**src/rtl/pic_rw_sequencer.sv**
```systemverilog
// 8259 CPU bus front end: synchronises the strobes, tracks ICW1..ICW4, classifies OCW1..3.
// Optional sticky illegal-write flag enabled by PIC_RW_INIT_ERR_EN.
//
// state      | meaning
// UNINIT     | after reset, only ICW1 is accepted
// WAIT_ICW2  | ICW1 seen, expecting vector base (A0=1)
// WAIT_ICW3  | cascade mode, expecting slave/master id (A0=1)
// WAIT_ICW4  | IC4 set, expecting mode word (A0=1)
// READY      | initialised, OCW1/2/3 accepted
module pic_rw_sequencer #(
  parameter int          SYNC_STAGES = 2,
  parameter logic [2:0]  FLAG_IDLE   = 3'b111
) (
  input  logic       clk,
  input  logic       reset,
  input  logic       CS_n,
  input  logic       WR_n,
  input  logic       RD_n,
  input  logic       A0,
  input  logic [7:0] D_in,
  output logic [2:0] FlagFromRW,
  output logic [7:0] ReadWriteinputData,
  output logic [2:0] read2controlRW,
  output logic       init_done,
  output logic       init_err
);

  localparam logic [2:0] UNINIT    = 3'd0;
  localparam logic [2:0] WAIT_ICW2 = 3'd1;
  localparam logic [2:0] WAIT_ICW3 = 3'd2;
  localparam logic [2:0] WAIT_ICW4 = 3'd3;
  localparam logic [2:0] READY     = 3'd4;

  localparam logic [2:0] F_ICW1 = 3'd0;
  localparam logic [2:0] F_ICW2 = 3'd1;
  localparam logic [2:0] F_ICW3 = 3'd2;
  localparam logic [2:0] F_ICW4 = 3'd3;
  localparam logic [2:0] F_OCW1 = 3'd4;
  localparam logic [2:0] F_OCW2 = 3'd5;
  localparam logic [2:0] F_OCW3 = 3'd6;

  logic [SYNC_STAGES-1:0] cs_sync, wr_sync, rd_sync, a0_sync;
  logic       s_cs, s_wr, s_rd, s_a0;
  logic       wr_prev;
  logic [7:0] pend_data;
  logic       pend_a0, pend_valid;
  logic [2:0] state, nxt_state, nxt_flag;
  logic       sngl, ic4, ris;
  logic       nxt_sngl, nxt_ic4, nxt_ris;
  logic       accept, is_icw1, commit;

  assign s_cs   = cs_sync[SYNC_STAGES-1];
  assign s_wr   = wr_sync[SYNC_STAGES-1];
  assign s_rd   = rd_sync[SYNC_STAGES-1];
  assign s_a0   = a0_sync[SYNC_STAGES-1];
  assign commit = s_wr && !wr_prev && pend_valid;
  assign init_done = (state == READY);

  // ICW1 is recognised first so it restarts initialisation from any state.
  always_comb begin
    accept    = 1'b0;
    is_icw1   = 1'b0;
    nxt_flag  = FLAG_IDLE;
    nxt_state = state;
    nxt_sngl  = sngl;
    nxt_ic4   = ic4;
    nxt_ris   = ris;
    if (!pend_a0 && pend_data[4]) begin
      accept    = 1'b1;
      is_icw1   = 1'b1;
      nxt_flag  = F_ICW1;
      nxt_state = WAIT_ICW2;
      nxt_sngl  = pend_data[1];
      nxt_ic4   = pend_data[0];
      nxt_ris   = 1'b0;
    end else begin
      case (state)
        WAIT_ICW2: if (pend_a0) begin
          accept    = 1'b1;
          nxt_flag  = F_ICW2;
          nxt_state = !sngl ? WAIT_ICW3 : (ic4 ? WAIT_ICW4 : READY);
        end
        WAIT_ICW3: if (pend_a0) begin
          accept    = 1'b1;
          nxt_flag  = F_ICW3;
          nxt_state = ic4 ? WAIT_ICW4 : READY;
        end
        WAIT_ICW4: if (pend_a0) begin
          accept    = 1'b1;
          nxt_flag  = F_ICW4;
          nxt_state = READY;
        end
        READY: begin
          accept = 1'b1;
          if (pend_a0)           nxt_flag = F_OCW1;
          else if (!pend_data[3]) nxt_flag = F_OCW2;
          else begin
            nxt_flag = F_OCW3;
            if (pend_data[1]) nxt_ris = pend_data[0];
          end
        end
        default: ;
      endcase
    end
  end

  always_ff @(posedge clk) begin
    if (reset) begin
      cs_sync            <= '1;
      wr_sync            <= '1;
      rd_sync            <= '1;
      a0_sync            <= '0;
      wr_prev            <= 1'b1;
      pend_data          <= 8'h00;
      pend_a0            <= 1'b0;
      pend_valid         <= 1'b0;
      state              <= UNINIT;
      sngl               <= 1'b0;
      ic4                <= 1'b0;
      ris                <= 1'b0;
      FlagFromRW         <= FLAG_IDLE;
      ReadWriteinputData <= 8'h00;
      read2controlRW     <= 3'b000;
    end else begin
      cs_sync[0] <= CS_n;
      wr_sync[0] <= WR_n;
      rd_sync[0] <= RD_n;
      a0_sync[0] <= A0;
      for (int i = 1; i < SYNC_STAGES; i++) begin
        cs_sync[i] <= cs_sync[i-1];
        wr_sync[i] <= wr_sync[i-1];
        rd_sync[i] <= rd_sync[i-1];
        a0_sync[i] <= a0_sync[i-1];
      end
      wr_prev    <= s_wr;
      FlagFromRW <= FLAG_IDLE;
      if (!s_wr && !s_cs) begin
        pend_data  <= D_in;
        pend_a0    <= s_a0;
        pend_valid <= 1'b1;
      end else if (commit) begin
        pend_valid <= 1'b0;
        if (accept) begin
          FlagFromRW         <= nxt_flag;
          ReadWriteinputData <= pend_data;
          state              <= nxt_state;
          sngl               <= nxt_sngl;
          ic4                <= nxt_ic4;
          ris                <= nxt_ris;
        end
      end
      // A concurrent write strobe suppresses the read select.
      if (!s_cs && !s_rd && s_wr && state == READY)
        read2controlRW <= s_a0 ? 3'b011 : {ris, 2'b01};
      else
        read2controlRW <= 3'b000;
    end
  end

`ifdef PIC_RW_INIT_ERR_EN
  always_ff @(posedge clk) begin
    if (reset)                   init_err <= 1'b0;
    else if (commit && is_icw1)  init_err <= 1'b0;
    else if (commit && !accept)  init_err <= 1'b1;
  end
`else
  assign init_err = 1'b0;
`endif

endmodule

```
**config.mk**
```make
export PLATFORM = sky130hd
export DESIGN_NAME = pic_rw_sequencer
export DESIGN_NICKNAME = d
export VERILOG_FILES = /design/src/rtl/pic_rw_sequencer.sv
export SDC_FILE = /design/constraint.sdc
export NUM_CORES = 1
export LEC_CHECK = 0
export CAP_MARGIN = 0
export CORE_MARGIN = 2
export CORE_UTILIZATION = 30
export CTS_CLUSTER_SIZE = 16
export DETAILED_ROUTE_END_ITERATION = 12
export SLEW_MARGIN = 20
export SYNTH_ARGS = -nofsm -noshare
export SYNTH_HDL_FRONTEND = slang
export SYNTH_SLANG_ARGS = --single-unit
```
**constraint.sdc**
```tcl
create_clock -name clk -period 1.6 [get_ports clk]
set_input_delay 0.32 -clock clk [delete_from_list [all_inputs] [get_ports clk]]
set_output_delay 0.32 -clock clk [all_outputs]
set_load 0.005 [all_outputs]
```
## Word level (Yosys, flattened, before mapping)

Cells that the tools add are included.

| storage, ports and cells | value |
|---|---|
| flip-flop bits (word level) | 39 |
| latch bits | 0 |
| RAM bits | 0 |
| ROM bits | 0 |
| output and inout bits | 16 |
| logic and storage cells | 78 |
| memories | 0 |

| operators by class | value |
|---|---|
| $add $sub $neg | 0 |
| $mul | 0 |
| div/mod/pow operators | 0 |
| order comparisons | 0 |
| eq/ne operators | 8 |
| shifts and indexed selects | 0 |
| multiplexer cells | 25 |
| bitwise operators | 4 |
| reductions and logical operators | 25 |

Operators with widths:

| cell | count |
|---|---|
| $mux 3 | 10 |
| $reduce_and 7->1 | 2 |
| $pmux 3 s4 | 1 |
| $mux 1 | 9 |
| $ne 3x3->1 const B | 3 |
| $pmux 3 s3 | 1 |
| $reduce_bool 2->1 | 4 |
| $logic_and 1x1->1 | 7 |
| $eq 3x2->1 const B | 2 |
| $mux 2 | 3 |
| $reduce_or 3->1 | 2 |
| $logic_not 1->1 | 5 |
| $not 1->1 | 4 |
| $reduce_and 4->1 | 1 |
| $reduce_bool 4->1 | 1 |
| $reduce_or 4->1 | 1 |
| $eq 3x1->1 const B | 1 |
| $eq 3x3->1 const B | 1 |
| $reduce_and 3->1 | 1 |
| $ne 2x1->1 const B | 1 |
| $pmux 1 s2 | 1 |
| $reduce_or 2->1 | 1 |

## Depth between registers and ports, before layout

Gate-level depths: netlist of run 1.

| logic depth | value |
|---|---|
| word-level depth | 6 |
| depth in mapped cells | 5 |
| mapped depth without buffers | 5 |

## Worst setup path before layout of run 1

Ideal clock, no wire load.

| timing | value |
|---|---|
| kind | register to register |
| start | register state[2] |
| end | register ris |
| library setup time | 0.128 ns |
| arrival | 1.192 ns |
| data required time | 1.472 ns |
| slack | 0.279 ns |
| stages on the path, launching flop included | 6 |
| clock period less this slack | 1.321 ns |
| cells stage by stage | dfxtp_1 -> or3b_4 -> inv_2 -> a31oi_1 -> o21ai_0 -> a21oi_1 |

| on the way | value |
|---|---|
| elaborated cells between the ends (all ways) | 9 |
| classes of those cells | eq/ne (4); mux (2); reduce/logical (3) |

RTL lines:

| what | line | source |
|---|---|---|
| from (decl) | 47 | `logic [2:0] state, nxt_state, nxt_flag;` |
| from (signal assigned) | 146 | `state <= nxt_state;` |
| $eq 3x3->1 (*) | - |  |
| via init_done | 24 | `output logic init_done,` |
| $pmux 1 s2 | 77 | `case (state)` |
| $mux 1 | 68 | `if (!pend_a0 && pend_data[4]) begin` |
| $reduce_and 7->1 (no line) (*) | - |  |
| to (signal assigned) | 149 | `ris <= nxt_ris;` |
| to (decl) | 48 | `logic sngl, ic4, ris;` |

The timed path passes the listed nets; every way through them passes the cells marked *.
A chain may end at the register's enable or synchronous reset.

## Worst setup path in the final report of run 1

| timing | value |
|---|---|
| start | register state[0] |
| end | register ReadWriteinputData[0] |

| on the way | value |
|---|---|
| longest elaborated chain between the ends | 5 |
| elaborated cells between the ends (all ways) | 8 |
| classes of those cells | eq/ne (4); mux (2); reduce/logical (2) |

RTL lines:

| what | line | source |
|---|---|---|
| $eq 3x2->1 / $eq 3x1->1 (equally long branches) | 77 |  |
| $reduce_or 3->1 (no line) | - |  |
| $pmux 1 s2 (*) | 77 |  |
| $mux 1 (*) | 68 |  |
| $reduce_and 3->1 (no line) (*) | - |  |
| to (signal assigned) | 145 | `ReadWriteinputData <= pend_data;` |
| to (decl) | 22 | `output logic [7:0] ReadWriteinputData,` |

Every way passes the cells marked *; elsewhere a longest branch is shown, timed or not.

==> flow_summary.toml, run 1 <==
[status]
status = "completed"

[run]
cap_violations = 0

[floorplan]
core.rowCount = 25
dieArea_mm2 = 0.005573
die_w_um = 74.66
die_h_um = 74.66
initial_utilization = 0.3150
io_pins = 30
core_mm2 = 0.004755

[placed_design]
portBuffers = 28
dp_hpwl_um = 2175
post_dp_cell_area_mm2 = 0.001918
gp_congestion = 0.8427

[cts]
cts-hold-fix-buffers = 0
clock-sinks = 39
cts_tree = "yes"
clk_latency_ns = 0.30
cts_buffers = 5
cts-root-buf = "clkbuf_8"
htree_levels = 2
clkTransAtPathRegs_ns = 0.08
cts_buffer_depth = 2

[route]
top_layer_used = "met4"
dr.pass1.iters = 4
drt-initial-drc-count = 75
via_per_inst = 4.664
drc = 0
route.met3.wl_um = 181
num_vias = 1278
ant_nets = 0
wl_met2_um = 1339
wirelength_um = 3118
met1_length_um = 1540
wl_per_cell_um = 11.38

[sta]
hold_violations = 0
clock.fmax_mhz = 666.6
grt_setup_unrepaired = "no"
drv_slew = 0
clock_skew_ns = 0.007292
setup_violations = 0
min_period_ns = 1.500
tns_ns = 0
fin_crit_sh = 0.9377

[synthesis]
synth_xor_area_frac = 0
synth_nets = 182
synth_warnings = 0
synthesis.area_mm2 = 0.001498
synthFlopType = "dfxtp_1"
synthCells = 168
synth_fa_ha_area_frac = 0
synth.distinct_cells = 36
ys_seq_area_frac = 0.5213
synthMuxAreaShare = 0
avgSynthCellArea_um2 = 8.915
synth_compound_area_frac = 0.1988
async_reset_ff_frac = 0
yosys.area_share.simple = 0.2464
synth_edf_count = 0
synth_top_family_by_area = "simple AND/OR/NAND/NOR gates"
synth-seq-cells = 39

[worst_hold_path]
hold_path.class = "reg -> reg"

[final_layout]
area_growth_pct = 36.34
final_cell_area_mm2 = 0.002042
drive_gt1_frac = 0.1836
num_antenna_cells = 0
final_cell_mix = "38 x dfxtp_1, 27 x clkdlybuf4s50_1, 23 x a21oi_1, 21 x nand2_1, 14 x o21ai_0"
final_common_cell = "dfxtp_1"
fillCellCount = 489
finalNetCount = 220
final_core_util = 0.4295

[worst_setup_path]
start_kind = "flop"
path_max_fanout = 8
reg2reg_to = "ReadWriteinputData[0]$_SDFFE_PP0P_"
critPathCapture = "ReadWriteinputData[0]$_SDFFE_PP0P_"
cp.arrival_ns = 1.74
rrSetupSlack_ns = 0.1
r2r_start = "state[0]$_SDFFE_PP0P_"
critPathCaptureType = "flop"
worstSetupStartpoint = "state[0]$_SDFFE_PP0P_"
rr_worst_depth = 6
worst-setup-path-type = "reg -> reg"
worst-endpoint-required_ns = 1.84

[pwr]
power_mw = 1.895
pwr_density_cell_mw_per_mm2 = 928.1
leakagePower_nw = 0.7270
irDropWorstVdd_mv = 0.3912

[global_route]
grt_pass1_wl_um = 5223
grt_max_degree = 20
antenna_found_initial = 0
grt_usage = 0.1249
grt-ovfl-total = 0
grt_pass1_vias = 1132
[cell usage after synthesis, types with 2 or more instances]
master	instances	area share
and3b_1	2	0.012
a21oi_1	24	0.080
nand4_1	2	0.0084
nand3b_1	2	0.010
nand2_1	21	0.053
o21ai_0	15	0.050
or2_2	9	0.038
nand3_1	10	0.033
nand2b_1	2	0.0084
nor2_1	7	0.018
and2b_1	2	0.010
dfxtp_1	39	0.52
clkbuf_1	7	0.018
nor2b_1	4	0.017
[worst min-delay path by stage]
stage | slack [ns] | from | cells after the start | endpoint
global route | 0.43 | wr_sync[0]$_SDFF_PP1_ | 1 | wr_sync[1]$_SDFF_PP1_
detailed placement | 0.39 | wr_sync[0]$_SDFF_PP1_ | 1 | wr_sync[1]$_SDFF_PP1_
floorplan | 0.39 | cs_sync[0]$_SDFF_PP1_ | 1 | cs_sync[1]$_SDFF_PP1_
global placement | 0.39 | rd_sync[0]$_SDFF_PP1_ | 1 | rd_sync[1]$_SDFF_PP1_
finish | 0.41 | wr_sync[0]$_SDFF_PP1_ | 1 | wr_sync[1]$_SDFF_PP1_
CTS | 0.41 | wr_sync[0]$_SDFF_PP1_ | 1 | wr_sync[1]$_SDFF_PP1_
[cell type report]
cell class,instances,area [um2],share of cell area
Sequential cell,39,782.0,0.3830
Tap cell,67,83.83,0.04105
Multi-Input combinational cell,118,674.4,0.3303
Timing Repair Buffer,40,377.9,0.1850
Clock buffer,5,68.82,0.03370
Inverter,2,7.507,0.003676
Clock inverter,3,47.55,0.02328
[logic make-up after synthesis]
group	Yosys count
other cells	1
flops	39
buf+inv	11
compound gates	50
simple gates	67
[sequential cells by signal, indices dropped and copies added, names as in the netlist]
register,cells
FlagFromRW,3
ReadWriteinputData,8
a0_sync,2
cs_sync,2
ic4,1
pend_a0,1
pend_data,8
pend_valid,1
rd_sync,2
read2controlRW,3
ris,1
sngl,1
state,3
wr_prev,1
wr_sync,2
[worst max-delay path: stages (launching register included)]
cell and delay (ns):
dfxtp_2 0.33, buf_4 0.15, or2_2 0.34, a211oi_4 0.23, buf_4 0.18, o21ai_0 0.08, a21oi_1 0.13
[power by group]
| group | total, mW | switching, mW | internal, mW |
|---|---|---|---|
| registers | 0.987 | 0.00550 | 0.981 |
| logic | 0.0718 | 0.0267 | 0.0450 |
| clock network | 0.836 | 0.364 | 0.472 |
[what timing repair did]
item,in CTS,in global routing
setup buffers,0,1
setup endpoints to repair,1,4
pin swaps,0,2
resized for setup,3,3
[per-layer routing]
metal  global-route usage  vias up
li1                     -      658
met2               0.1839       38
met5                    0        -
met4              0.05357        0
met1               0.1712      575
met3              0.03614        7
[metrics by stage]
step	hold WS (ns)	instances	setup slack (ns)
4_1_cts	0.4130	273	0.003055
6_report	0.4103	274	0.09976
3_5_place_dp	0.3945	265	0.03357
5_1_grt	0.4259	274	0.02725
2_1_floorplan	0.3895	168	0.2792
3_3_place_gp	0.3928	265	0.05924
No activity file was read; power rests on OpenSTA's default activity.
==> inputs of run 2 (changes only) <==
--- a/config.mk
+++ b/config.mk
@@ -8,6 +8,7 @@
 export CAP_MARGIN = 0
 export CORE_MARGIN = 2
 export CORE_UTILIZATION = 30
+export CTS_CLUSTER_DIAMETER = 100
 export CTS_CLUSTER_SIZE = 16
 export DETAILED_ROUTE_END_ITERATION = 12
 export SLEW_MARGIN = 20
==> results of run 2 <==
Final layout, timing and power as in run 1 (identical DEF).
==> inputs of run 3 (changes only) <==
--- a/config.mk
+++ b/config.mk
@@ -11,6 +11,9 @@
 export CTS_CLUSTER_DIAMETER = 100
 export CTS_CLUSTER_SIZE = 16
 export DETAILED_ROUTE_END_ITERATION = 12
+export GPL_ROUTABILITY_DRIVEN = 0
+export PLACE_DENSITY_LB_ADDON = 0.15
+export SKIP_CTS_REPAIR_TIMING = 1
 export SLEW_MARGIN = 20
 export SYNTH_ARGS = -nofsm -noshare
 export SYNTH_HDL_FRONTEND = slang
==> flow_summary.toml, run 3 (synthesis results as in run 1) <==
[run]
cap_violations = 0

[route]
dr.pass1.iters = 4
wl_per_cell_um = 12.79
drt-initial-drc-count = 122
via_per_inst = 4.776
num_vias = 1299
ant_nets = 0
drc = 0
wirelength_um = 3478

[sta]
clock_skew_ns = 0.008969
setup_violations = 0
holdWs_ns = 0.4111
tightest_slew_ns = 0.6099
max_slew_margin = 0.5919
clock.fmax_mhz = 650.8
fin_crit_sh = 0.9603
grt_setup_unrepaired = "no"
min_period_ns = 1.537
drv_slew = 0
hold_violations = 0

[floorplan]
initial_utilization = 0.3150
core_mm2 = 0.004755
dieArea_mm2 = 0.005573
die_w_um = 74.66
io_pins = 30
die_h_um = 74.66
core.rowCount = 25

[global_route]
grt_pass1_vias = 1302
grt-ovfl-total = 0
grt_usage = 0.1403
grt_max_degree = 19
grt_pass1_wl_um = 5865
antenna_found_initial = 0

[cts]
cts_buffers = 5
cts_buffer_depth = 2
clock-sinks = 39
htree_levels = 2
clk_latency_ns = 0.29
cts_tree = "yes"
clkTransAtPathRegs_ns = 0.08
cts-root-buf = "clkbuf_8"

[pwr]
power_mw = 1.901
p_clk_frac = 0.442
p_sw_frac = 0.1945
seqPwrFrac = 0.520
pwr_density_cell_mw_per_mm2 = 934.2
irDropWorstVdd_mv = 0.6259
leakagePower_nw = 0.7355
pwr-share-comb = 0.038
power_switching_uw = 369.7
p_int_mw = 1.531

[worst_setup_path]
cp.arrival_ns = 1.76
start_kind = "flop"
path_max_fanout = 8
worst-setup-path-type = "reg -> reg"
worst-endpoint-required_ns = 1.83
critPathCaptureType = "flop"

[final_layout]
num_antenna_cells = 0
finalNetCount = 218
drive_gt1_frac = 0.1659
final_cell_mix = "38 x dfxtp_1, 27 x clkdlybuf4s50_1, 24 x a21oi_1, 21 x nand2_1, 14 x o21ai_0"
reg.largest.list = "ReadWriteinputData x8, pend_data x8"
final_common_cell = "dfxtp_1"
final_core_util = 0.4279
area_growth_pct = 35.84

[placed_design]
portBuffers = 28
dp_hpwl_um = 2400

[status]
status = "completed"

[worst_hold_path]
hold_path.class = "reg -> reg"
[run 3: worst paths after layout]
| kind | startpoint | endpoint | slack (ns) | cells past startpoint |
|---|---|---|---|---|
| setup / recovery | state[0]$_SDFFE_PP0P_ | ReadWriteinputData[3]$_SDFFE_PP0P_ | 0.06 | 5 |
| setup reg to reg | state[0]$_SDFFE_PP0P_ | ReadWriteinputData[3]$_SDFFE_PP0P_ | 0.06 | 5 |
| hold reg to reg | rd_sync[0]$_SDFF_PP1_ | rd_sync[1]$_SDFF_PP1_ | 0.41 | 1 |
| hold / removal | rd_sync[0]$_SDFF_PP1_ | rd_sync[1]$_SDFF_PP1_ | 0.41 | 1 |
[run 3: stage by stage]
step,area [um2],cells,worst slack [ns],TNS (ns)
floorplan,1498,168,0.2792,0
global placement,1911,264,0.05752,0
detailed placement,1911,264,0.02654,0
CTS,2028,272,-0.3006,-0.3006
global route,2034,272,0.01159,0
finish,2034,272,0.06348,0
[run 3: critical path, stage by stage, from the launching register on]
cell      delay (ns)
dfxtp_1         0.32
buf_4           0.16
or2_4           0.27
a211oi_4        0.41
o21ai_0         0.16
a21oi_1         0.16
[run 3: layer usage]
metal  wire length, um  vias up  track usage
met3               188        2      0.04016
li1                  -      649            -
met5                 0        -            0
met2              1556       49       0.2271
met4                29        0      0.05952
met1              1703      599       0.1754
[run 3: area by class of cell]
class / instances / area, um2
timing repair buffer: 38 / 370.4
tap: 67 / 83.83
multi-input combinational: 118 / 673.1
clock buffer: 6 / 82.58
inverter: 2 / 7.507
clock inverter: 2 / 35.03
sequential: 39 / 782.0
fill: 465 / 2720
[run 3: power groups by stage]
stage | sequential [mW] | combinational, mW | clock (mW)
after detailed placement | 1.01 | 0.0722 | 0
after global placement | 1.01 | 0.0711 | 0
after floorplan | 1.01 | 0.0302 | 0
after global routing | 0.989 | 0.0783 | 0.913
final | 0.988 | 0.0724 | 0.840
after CTS | 0.988 | 0.0724 | 0.865
==> patch 1 (flow settings as in run 3) <==
Set the parameter `SYNC_STAGES` to 1 (it was 2).
--- a/src/rtl/pic_rw_sequencer.sv
+++ b/src/rtl/pic_rw_sequencer.sv
@@ -8,7 +8,7 @@
 // WAIT_ICW4  | IC4 set, expecting mode word (A0=1)
 // READY      | initialised, OCW1/2/3 accepted
 module pic_rw_sequencer #(
-  parameter int          SYNC_STAGES = 2,
+  parameter int          SYNC_STAGES = 1,
   parameter logic [2:0]  FLAG_IDLE   = 3'b111
 ) (
   input  logic       clk,
Function: changed (Yosys sat finds a counterexample within 4 cycles, from zero or initial values and one cycle with reset high).
==> patch 1 against run 3 <==
Critical path type is now reg -> out. Total power down 16%. Core utilization about the same. Sequential cell count down 4. Design area down 7.7%. Routed wire length down 12%. Worst setup slack better by 0.0095 ns. Area after synthesis down 8.5%.
==> patch 1: results (changes against run 3) <==
** Place
- Detailed-placement wirelength estimate :: 2.299 mm (was 2.400 mm)
- DP Cell Count :: 246 (was 264)

** Logic synthesis
- Ranking of synthesized cells by area: sky130_fd_sc_hd__dfxtp_1, sky130_fd_sc_hd__a21oi_1, sky130_fd_sc_hd__nand2_1 (unchanged).
- The sequential element share of the synthesized area is 51.14% (was 52.13%).
- Number of distinct library cell variants in the gate-level netlist after synthesis :: 32 (was 36)
- Synth Net Count :: 176 (was 182)
- The average size of a mapped cell is 8.457 um2 (was 8.915 um2).
- Most frequent cells after synthesis :: sky130_fd_sc_hd__dfxtp_1, sky130_fd_sc_hd__a21oi_1, sky130_fd_sc_hd__nand2_1, sky130_fd_sc_hd__o21ai_0, sky130_fd_sc_hd__nand3_1 (unchanged)

** Drt
- The final wirelength is 3.078 mm (was 3.478 mm).
- The routed length on met2 is 1.472 mm (was 1.556 mm).
- Detail Route met3 WL :: 142 um (was 188 um)
- Routed metal-1 wire length :: 1.407 mm (was 1.703 mm)
- The detailed router's first-iteration violation count was 71 (was 122).
- The number of vias after detailed routing is 1229 (was 1299).

** Outcome
- Status :: finished clean (unchanged)

** Cells and area
- Final-stage net count :: 214 (was 218)
- Proportion of layout cells with a drive suffix above 1 :: 16.00% (was 16.59%)

** Setup path
- Arr. time, crit path :: 1.21 ns (was 1.76 ns)
- Largest stage delay on the critical path :: 0.44 ns (was 0.41 ns)
- The highest fanout seen on the critical path came to 6 (was 8).
- The cell family contributing the most delay on the critical path is simple AND/OR/NAND/NOR gates (was compound AO/OA/AOI/OAI gates).
- Slowest stage cell on the critical path :: sky130_fd_sc_hd__or3b_4 (was sky130_fd_sc_hd__a211oi_4)

** Global routing
- The met1 global-route usage is 14.81% (was 17.54%).
- Pin count of the biggest net entering global routing :: 18 (was 19)
- Met3 GRT Util :: 4.219% (was 4.016%)
- The met2 track utilization from global routing was 22.63% (was 22.71%).

** Timing
- The worst clock skew on the final layout is 0.005447 ns (was 0.008969 ns).

** Power and ir drop
- The worst supply voltage drop on vdd is 0.3673 mV (was 0.6259 mV).
- The leakage power of the design came to 0.6856 nW (was 0.7355 nW).
[patch 1: worst paths after layout]
path,depth (start not counted),to,slack (ns),start
min,2,pend_data[5]$_SDFFE_PP0P_,0.46,pend_data[5]$_SDFFE_PP0P_
max reg2reg,3,ris$_SDFFE_PP0P_,0.12,state[0]$_SDFFE_PP0P_
max,3,init_done,0.07,state[0]$_SDFFE_PP0P_
min reg2reg,2,pend_data[5]$_SDFFE_PP0P_,0.46,pend_data[5]$_SDFFE_PP0P_
[patch 1: through the flow]
| stage | setup TNS [ns] | worst slack (ns) | area, um2 |
|---|---|---|---|
| floorplan | 0 | 0.08613 | 1370 |
| global placement | 0 | 0.03669 | 1778 |
| detailed placement | 0 | 0.02741 | 1778 |
| CTS | -0.2751 | -0.2751 | 1866 |
| global route | 0 | 0.02422 | 1877 |
| finish | 0 | 0.07301 | 1877 |
[patch 1: final cells by class]
| cell class | count | area (um2) | share of cell area (%) |
|---|---|---|---|
| flip-flops and latches | 35 | 701.9 | 37.40 |
| repair buffers | 41 | 380.4 | 20.27 |
| clock buffers | 6 | 82.58 | 4.400 |
| clock inverters | 1 | 5.005 | 0.2667 |
| well taps | 52 | 65.06 | 3.467 |
| inverters | 5 | 18.77 | 1.000 |
| multi-input cells | 112 | 623.1 | 33.20 |
[patch 1: kinds of logic after synthesis]
| kind of cell | after synthesis | share of synthesized area, % |
|---|---|---|
| flip-flops | 35 | 51.14 |
| multiplexers | 2 | 1.552 |
| buffers and inverters | 15 | 4.475 |
| other | 1 | 0.2737 |
| AO/OA/AOI/OAI | 49 | 19.63 |
| AND/OR/NAND/NOR | 60 | 22.92 |
[patch 1: power by group]
part	internal [mW]	switching (mW)	leakage (nW)
logic	0.0461	0.0347	0.354
clock network	0.337	0.287	0.0470
registers	0.883	0.00851	0.284
total	1.27	0.331	0.686
==> patch 2 (config.mk and constraints of run 3) <==
Made on the original files. Put one more register stage on the output `FlagFromRW`, cleared by the reset. The value now appears one clock later. The other outputs are not delayed to match.
--- a/src/rtl/pic_rw_sequencer.sv
+++ b/src/rtl/pic_rw_sequencer.sv
@@ -38,6 +38,8 @@
   localparam logic [2:0] F_OCW1 = 3'd4;
   localparam logic [2:0] F_OCW2 = 3'd5;
   localparam logic [2:0] F_OCW3 = 3'd6;
+
+  logic [2:0] FlagFromRW_s0;
 
   logic [SYNC_STAGES-1:0] cs_sync, wr_sync, rd_sync, a0_sync;
   logic       s_cs, s_wr, s_rd, s_a0;
@@ -118,7 +120,7 @@
       sngl               <= 1'b0;
       ic4                <= 1'b0;
       ris                <= 1'b0;
-      FlagFromRW         <= FLAG_IDLE;
+      FlagFromRW_s0      <= FLAG_IDLE;
       ReadWriteinputData <= 8'h00;
       read2controlRW     <= 3'b000;
     end else begin
@@ -133,7 +135,7 @@
         a0_sync[i] <= a0_sync[i-1];
       end
       wr_prev    <= s_wr;
-      FlagFromRW <= FLAG_IDLE;
+      FlagFromRW_s0 <= FLAG_IDLE;
       if (!s_wr && !s_cs) begin
         pend_data  <= D_in;
         pend_a0    <= s_a0;
@@ -141,7 +143,7 @@
       end else if (commit) begin
         pend_valid <= 1'b0;
         if (accept) begin
-          FlagFromRW         <= nxt_flag;
+          FlagFromRW_s0      <= nxt_flag;
           ReadWriteinputData <= pend_data;
           state              <= nxt_state;
           sngl               <= nxt_sngl;
@@ -167,5 +169,13 @@
   assign init_err = 1'b0;
 `endif
 
+  always_ff @(posedge clk) begin
+    if (reset) begin
+      FlagFromRW <= '0;
+    end else begin
+      FlagFromRW <= FlagFromRW_s0;
+    end
+  end
+
 endmodule
 
Function: changed (Yosys sat finds a counterexample within 4 cycles, from zero or initial values and one cycle with reset high).
==> patch 2 against run 3 <==
Synthesized cell count up 4.8%. Total power increased by 2.7%. Area after synthesis rose by 3.8%. Clock power shrank 4.6%. Combinational power up 16%. First-iteration DRC count shrank 32%. Global-route usage decreased by 1.8 points. Design area grew 4.2%. Maximum frequency shrank 1.8%. Worst setup slack got worse by 0.028 ns. Sequential cell count increased by 3. Routed wire length down 4.8%.
==> patch 2: results (changes against run 3) <==
** Drt
- # DRC :: 0 (unchanged)
- First-iteration detailed-routing DRC count :: 83 (was 122)
- Routed length per instance :: 11.53 um (was 12.79 um)
- The number of vias after detailed routing is 1314 (was 1299).
- The final wirelength was 3.310 mm (was 3.478 mm).
- The final antenna-violating net count is 0 (unchanged).

** Logic synthesis
- Number of distinct library cell variants in the gate-level netlist after synthesis :: 32 (was 36)
- Async set or reset register ratio after synthesis :: 0% (unchanged)
- Most frequent cells after synthesis :: sky130_fd_sc_hd__dfxtp_1, sky130_fd_sc_hd__a21oi_1, sky130_fd_sc_hd__nand2_1, sky130_fd_sc_hd__o21ai_0, sky130_fd_sc_hd__nand3_1 (unchanged)
- The average size of a mapped cell is 8.829 um2 (was 8.915 um2).
- The sequential element share of the synthesized area came to 54.11% (was 52.13%).
- The cell type with the largest total area after synthesis is sky130_fd_sc_hd__dfxtp_1 (unchanged).
- The post-synthesis net count was 190 (was 182).
- Ranking of synthesized cells by area :: sky130_fd_sc_hd__dfxtp_1, sky130_fd_sc_hd__a21oi_1, sky130_fd_sc_hd__o21ai_0 (was sky130_fd_sc_hd__dfxtp_1, sky130_fd_sc_hd__a21oi_1, sky130_fd_sc_hd__nand2_1)

** Global routing
- Number of antenna violations at the first check in global routing :: 0 (unchanged)
- The maximum number of pins on one net before global-route repair is 17 (was 19).
- Wire length of the first global-routing pass :: 5.747 mm (was 5.865 mm)
- Aggregate global-route resource usage :: 12.25% (was 14.03%)

** Place
- The post-placement worst setup slack came to 0.01631 ns (was 0.02654 ns).
- Detailed-placement wirelength estimate :: 2.434 mm (was 2.400 mm)
- The total placed cells including tap cells is 279 (was 264).
- The total cell area at the placement stage is 2004 um2 (was 1911 um2).

** Setup path
- Slowest stage cell on the critical path :: sky130_fd_sc_hd__or4_4 (was sky130_fd_sc_hd__a211oi_4)
- The highest fanout seen on the critical path is 4 (was 8).
- CP top delay family :: simple AND/OR/NAND/NOR gates (was compound AO/OA/AOI/OAI gates)
- The arrival time reported for the critical path endpoint is 1.79 ns (was 1.76 ns).
- Largest stage delay on the critical path :: 0.51 ns (was 0.41 ns)

** Cells and area
- Proportion of layout cells with a drive suffix above 1 :: 15.67% (was 16.59%)
- Fill count :: 513 (was 465)
- The net count reported at finish came to 230 (was 218).
- Largest registers ranked by flip-flop count: ReadWriteinputData (8), pend_data (8) (unchanged).

** CTS
- Clock network latency to the later pin of the worst-skew pair :: about 0.28 ns
- The cell at the root of the clock tree is sky130_fd_sc_hd__clkbuf_8 (unchanged).
- Number of buffers created by CTS :: 5 (unchanged)
- The number of buffers on the longest clock path came to 2 (unchanged).
- The level count of the clock H-tree was 2 (unchanged).

** Power and ir drop
- The leakage power of the design was 0.7620 nW (was 0.7355 nW).
- The worst supply voltage drop on vdd was 0.4105 mV (was 0.6259 mV).

** Timing
- The headroom to the max-slew limit was 63.58% (was 59.19%).
- Worst setup skew after layout :: 0.005409 ns (was 0.008969 ns)

** Flow run
- The max-capacitance violation count is 0 (unchanged).

** Outcome
- Status :: finished clean (unchanged)
-- patch 2: worst reg2reg max path: cells and delay by family, from the launching register on --
family,cells,cell delay (ns)
buf+inv,1,0.17
flops,1,0.32
simple gates,2,0.90
compound gates,1,0.12
-- patch 2: worst paths after layout --
path	startpoint	endpoint	slack, ns	cells after the start
max	state[0]$_SDFFE_PP0P_	ris$_SDFFE_PP0P_	0.04	4
min	wr_sync[0]$_SDFF_PP1_	wr_sync[1]$_SDFF_PP1_	0.41	1
max reg2reg	state[0]$_SDFFE_PP0P_	ris$_SDFFE_PP0P_	0.04	4
min reg2reg	wr_sync[0]$_SDFF_PP1_	wr_sync[1]$_SDFF_PP1_	0.41	1
-- patch 2: power breakdown --
group | switching (mW) | internal, mW
logic | 0.0303 | 0.0536
clock network | 0.334 | 0.467
registers | 0.00690 | 1.06
-- patch 2: routing by layer --
metal	global-route usage (%)	part of all wire [%]	vias to the layer above
met2	20.45	48	37
met1	14.51	46	594
met3	3.081	4.5	5
met4	6.545	1.4	0
li1	-	-	678
met5	0	0	-
-- patch 2: cell type report --
cell class	instances	area, um2	share of cell area [%]
repair buffers	43	407.9	19.23
clock buffers	7	76.32	3.599
flip-flops and latches	42	840.8	39.65
inverters	3	11.26	0.5310
well taps	70	87.58	4.130
clock inverters	1	30.03	1.416
multi-input cells	121	666.9	31.45
-- patch 2: kinds of logic after synthesis --
family | count (synthesis) | share of synthesized area (%)
AND/OR/NAND/NOR | 70 | 24.07
AO/OA/AOI/OAI | 50 | 18.12
flip-flops | 42 | 54.11
buffers and inverters | 13 | 3.462
other | 1 | 0.2413
